--- config.mk ---
export PLATFORM = sky130hd
export DESIGN_NAME = fifo_wr_ctrl
export DESIGN_NICKNAME = d
export VERILOG_FILES = /design/src/rtl/fifo_pkg.sv /design/src/rtl/fifo_sync_2ff.sv /design/src/rtl/fifo_wr_ctrl.sv
export SDC_FILE = /design/constraint.sdc
export NUM_CORES = 1
export LEC_CHECK = 0
export CAP_MARGIN = 10
export CORE_MARGIN = 4
export CORE_UTILIZATION = 60
export CTS_BUF_LIST = sky130_fd_sc_hd__clkbuf_16
export CTS_CLUSTER_DIAMETER = 50
export DETAILED_ROUTE_END_ITERATION = 10
export DONT_BUFFER_PORTS = 1
export PLACE_DENSITY_LB_ADDON = 0.12
export SLEW_MARGIN = 20
export SYNTH_ARGS = -nofsm -noshare
export SYNTH_HDL_FRONTEND = slang
export SYNTH_SLANG_ARGS = --single-unit
--- constraint.sdc ---
create_clock -name wr_clk -period 5.5 [get_ports wr_clk]
set_clock_uncertainty 0.15 [all_clocks]
set_input_delay 0.55 -clock wr_clk [delete_from_list [all_inputs] [get_ports wr_clk]]
set_output_delay 0.55 -clock wr_clk [all_outputs]
set_load 0.1 [all_outputs]
--- src/rtl/fifo_pkg.sv ---
// Shared defaults and gray-code helpers for the async FIFO write/read controllers.
package fifo_pkg;

   localparam int unsigned ADDR_W_DEF = 3;
   localparam int unsigned DEPTH_DEF  = 8;

   function automatic logic [31:0] bin2gray(input logic [31:0] b);
      return b ^ (b >> 1);
   endfunction

   // Each binary bit is the XOR of its gray bit and every higher gray bit.
   function automatic logic [31:0] gray2bin(input logic [31:0] g);
      logic [31:0] b;
      b = g;
      for (int unsigned s = 1; s < 32; s++) begin
         b = b ^ (g >> s);
      end
      return b;
   endfunction

endpackage

--- src/rtl/fifo_sync_2ff.sv ---
// Two-flop synchroniser for a gray-coded pointer crossing into the local clock domain.
module fifo_sync_2ff #(
   parameter int unsigned WIDTH = 4
) (
   input  logic             clk,
   input  logic             rst_n,
   input  logic [WIDTH-1:0] d,
   output logic [WIDTH-1:0] meta,
   output logic [WIDTH-1:0] q
);

   always_ff @(posedge clk or negedge rst_n) begin
      if (!rst_n) begin
         meta <= '0;
         q    <= '0;
      end else begin
         meta <= d;
         q    <= meta;
      end
   end

endmodule

--- src/rtl/fifo_wr_ctrl.sv ---
// Write-side pointer, full/level/overflow controller for the async FIFO.
// Optional almost_full output enabled by defining FIFO_ALMOST_FULL_EN.
module fifo_wr_ctrl
   import fifo_pkg::*;
#(
   parameter int unsigned DEPTH     = DEPTH_DEF,
   parameter int unsigned ADDR_W    = ADDR_W_DEF
`ifdef FIFO_ALMOST_FULL_EN
   ,
   parameter int unsigned AF_THRESH = 6
`endif
) (
   input  logic              wr_clk,
   input  logic              wr_rst_n,
   input  logic              wr_en_i,
   input  logic [ADDR_W:0]   rd_gray_i,
   output logic [ADDR_W-1:0] wr_addr,
   output logic [ADDR_W:0]   wr_gray_o,
   output logic              full,
   output logic [ADDR_W:0]   wr_level_o,
   output logic              overflow_o
`ifdef FIFO_ALMOST_FULL_EN
   ,
   output logic              almost_full
`endif
);

   localparam int unsigned PW = ADDR_W + 1;

   if (DEPTH != (1 << ADDR_W)) begin : g_depth_check
      $error("fifo_wr_ctrl: DEPTH must equal 2**ADDR_W");
   end

   logic [PW-1:0] wr_bin;
   logic [PW-1:0] wr_bin_next;
   logic [PW-1:0] gray_next;
   logic [PW-1:0] rq1;
   logic [PW-1:0] rq2;
   logic [PW-1:0] full_match;
   logic          accept;

   fifo_sync_2ff #(
      .WIDTH(PW)
   ) u_rd_sync (
      .clk   (wr_clk),
      .rst_n (wr_rst_n),
      .d     (rd_gray_i),
      .meta  (rq1),
      .q     (rq2)
   );

   always_comb begin
      accept      = wr_en_i & ~full;
      wr_bin_next = wr_bin + PW'(accept);
      gray_next   = PW'(bin2gray(32'(wr_bin_next)));
      // Full when the write pointer is exactly one lap ahead: top two gray bits inverted.
      full_match  = {~rq2[ADDR_W:ADDR_W-1], rq2[ADDR_W-2:0]};
   end

   always_ff @(posedge wr_clk or negedge wr_rst_n) begin
      if (!wr_rst_n) begin
         wr_bin     <= '0;
         wr_gray_o  <= '0;
         full       <= 1'b0;
         overflow_o <= 1'b0;
      end else begin
         wr_bin    <= wr_bin_next;
         wr_gray_o <= gray_next;
         full      <= (gray_next == full_match);
         if (wr_en_i && full) begin
            overflow_o <= 1'b1;
         end
      end
   end

   assign wr_addr    = wr_bin[ADDR_W-1:0];
   assign wr_level_o = wr_bin - PW'(gray2bin(32'(rq2)));

`ifdef FIFO_ALMOST_FULL_EN
   logic [PW-1:0] level_next;

   // rq1 is what rq2 becomes on this edge, so the flag lines up with the next-state level.
   assign level_next = wr_bin_next - PW'(gray2bin(32'(rq1)));

   always_ff @(posedge wr_clk or negedge wr_rst_n) begin
      if (!wr_rst_n) begin
         almost_full <= 1'b0;
      end else begin
         almost_full <= (32'(level_next) >= AF_THRESH);
      end
   end
`else
   logic rq1_unused;
   assign rq1_unused = ^rq1;
`endif

endmodule

==> results.toml <==
[run_status]
status = "finished clean"

[route]
first_iter_violations = 0
ant_nets = 0
num_vias = 462
dr.pass1.iters = 1
wl_mm = 1.29
vias_per_cell = 5.44
drc_errors = 0
wire_per_inst_um = 15.2

[floorplan]
fp.dieW_um = 45.2
fp-row-count = 13
core_area_um2 = 1300
start_util = 0.638
dieHeight_um = 45.2
die_area_um2 = 2040
io_pins = 20

[global_routing]
grt_max_degree = 18
grt_pass1_wl_mm = 2.19
grt_usage = 0.156
grt.overflow.total = 0
antenna_found_initial = 0
grt_pass1_vias = 480

[yosys]
syn_area_per_cell_um2 = 12.6
ys_ff_latch = 17
synth_area_um2 = 831
yosysUniqueCellTypes = 23
synth-seq-area-share = 0.512
synth_cells = 66
synth_nets = 79
ys.warnings.count = 0

[cts]
htreeDepth = 1
worstSkewPairLatency_ns = 0.24
cts_tree = "done"
cts.path.max_buffers = 2
cts.sinks = 17
cts_root_buffer = "clkbuf_16"
path_clk_slew_ns = 0.05
cts_buffers = 3

[finish]
area_growth_pct = 15.1
antennaDiodeCount = 0
fill_cells = 89
drive_above_1_share = 0.200
final_cells = 85
num-nets-final = 84

[timing]
max_freq_mhz = 271
worstMarginPinSlew_ns = 1.16
whs_ns = 0.182
setup_viol = 0
fin_crit_sh = 0.671
rsz0062_at_grt = "false"
period_needed_ns = 3.69
hold_violations = 0
slew_headroom = 0.228
finalMaxSlewViolations = 0
setup_slack_ns = 1.81
tns_ns = 0

[placement]
dpl.hpwl_um = 922
port_buffers = 0
gp_congestion = 0.683
dp_slack_ns = 2.06
place_inst = 80

[worst_setup_path]
cp_max_fo = 7
criticalPathCategory = "reg2out"
crit_arrival_ns = 2.99
start_kind = "register"
crit_required_ns = 4.80
end_kind = "output pin"

[hold_path]
hold_class = "in2reg"

[flow_run]
maxCapViolations = 0
[cells in the mapped netlist]
master | count | area, µm²
a21o_1 | 2 | 15.0
inv_1 | 4 | 15.0
dfrtp_1 | 17 | 425
xor2_2 | 2 | 32.5
nand3_1 | 1 | 5.00
nand4_1 | 1 | 6.26
xor2_1 | 4 | 35.0
nand2_1 | 1 | 3.75
or3b_2 | 2 | 17.5
ha_1 | 5 | 62.6
a21oi_1 | 2 | 10.0
a221o_1 | 1 | 10.0
mux2_2 | 1 | 11.3
maj3_2 | 1 | 11.3
nor2_1 | 1 | 3.75
xnor2_1 | 9 | 78.8
a31oi_1 | 2 | 12.5
fa_1 | 1 | 20.0
nor2b_1 | 4 | 25.0
and4_1 | 1 | 8.76
clkbuf_1 | 1 | 3.75
or2b_1 | 1 | 7.51
buf_2 | 2 | 10.0
[logic make-up after synthesis]
logic type,count (synthesis),share of synthesized area
muxes,1,0.0136
adders and majority gates,7,0.113
DFF,17,0.512
and+or+nand+nor,12,0.0934
AOI/OAI and AO/OA,7,0.0572
xor gates and xnor gates,15,0.176
buffers and inverters,7,0.0346
[repair_timing]
action | in CTS | in global routing
gates resized for setup | 0 | 0
hold buffers | 1 | 0
buffers inserted | 0 | 0
endpoints found under the setup margin | 0 | 0
endpoints found under the hold margin | 17 | 0
[cells in the final DEF (no fill, tap or decap)]
| master | count |
|---|---|
| a21o_1 | 2 |
| a21oi_1 | 2 |
| a221o_1 | 1 |
| a31oi_1 | 2 |
| and4_1 | 1 |
| buf_4 | 2 |
| clkbuf_16 | 3 |
| dfrtp_1 | 16 |
| dfrtp_2 | 1 |
| dlygate4sd3_1 | 1 |
| fa_1 | 1 |
| ha_1 | 5 |
| inv_1 | 5 |
| maj3_2 | 1 |
| mux2_2 | 1 |
| nand2_1 | 1 |
| nand3_1 | 1 |
| nand4_1 | 1 |
| nor2_1 | 1 |
| nor2b_1 | 4 |
| or2b_1 | 1 |
| or3b_2 | 2 |
| xnor2_1 | 8 |
| xnor2_2 | 1 |
| xor2_1 | 3 |
| xor2_2 | 3 |
[per-layer routing]
| layer | GRT usage | up-vias | wire, µm |
|---|---|---|---|
| li1 | - | 221 | - |
| met1 | 0.197 | 221 | 544 |
| met2 | 0.246 | 18 | 633 |
| met3 | 0.0478 | 2 | 99 |
| met4 | 0.0702 | 0 | 11 |
| met5 | 0 | - | 0 |
[area by class of cell]
| class | count | area (µm²) | share of cell area |
|---|---|---|---|
| Clock buffer | 3 | 75.1 | 0.0785 |
| Clock inverter | 1 | 3.75 | 0.00393 |
| Inverter | 4 | 15.0 | 0.0157 |
| Multi-Input combinational cell | 42 | 392 | 0.410 |
| Sequential cell | 17 | 427 | 0.446 |
| Tap cell | 15 | 18.8 | 0.0196 |
| Timing Repair Buffer | 3 | 25.0 | 0.0262 |
[sequential cells by signal (all words and copies together) (netlist names)]
name,cells
u_rd_sync.meta,4
u_rd_sync.q,4
wr_bin,4
wr_gray_o,3
full,1
overflow_o,1
[worst paths after layout]
check	startpoint	to	slack (ns)	cells past startpoint
min in group asynchronous	wr_rst_n	overflow_o$_DFFE_PN0P_	0.66	1
min reg2reg	u_rd_sync.meta[0]$_DFF_PN0_	u_rd_sync.q[0]$_DFF_PN0_	0.19	0
max	u_rd_sync.q[2]$_DFF_PN0_	wr_level_o[2]	1.81	7
max reg2reg	full$_DFF_PN0_	full$_DFF_PN0_	2.94	6
max in group asynchronous	wr_rst_n	wr_bin[1]$_DFF_PN0_	4.04	1
min	rd_gray_i[0]	u_rd_sync.meta[0]$_DFF_PN0_	0.18	0
[worst max-delay path, stage by stage (launching register included)]
cell     delay, ns
dfrtp_1       0.45
xnor2_1       0.27
xor2_1        0.33
xnor2_1       0.17
ha_1          0.16
inv_1         0.06
fa_1          0.40
xor2_2        0.91
[metrics by stage]
stage	area, µm²	util
floorplan	831	-
global placement	866	0.665
detailed placement	866	0.665
CTS	955	0.734
global route	956	0.735
finish	956	0.735
Power is left out: the tool's default activity adds up to more than one toggle a clock period on the data nets, which glitch-free logic cannot reach.
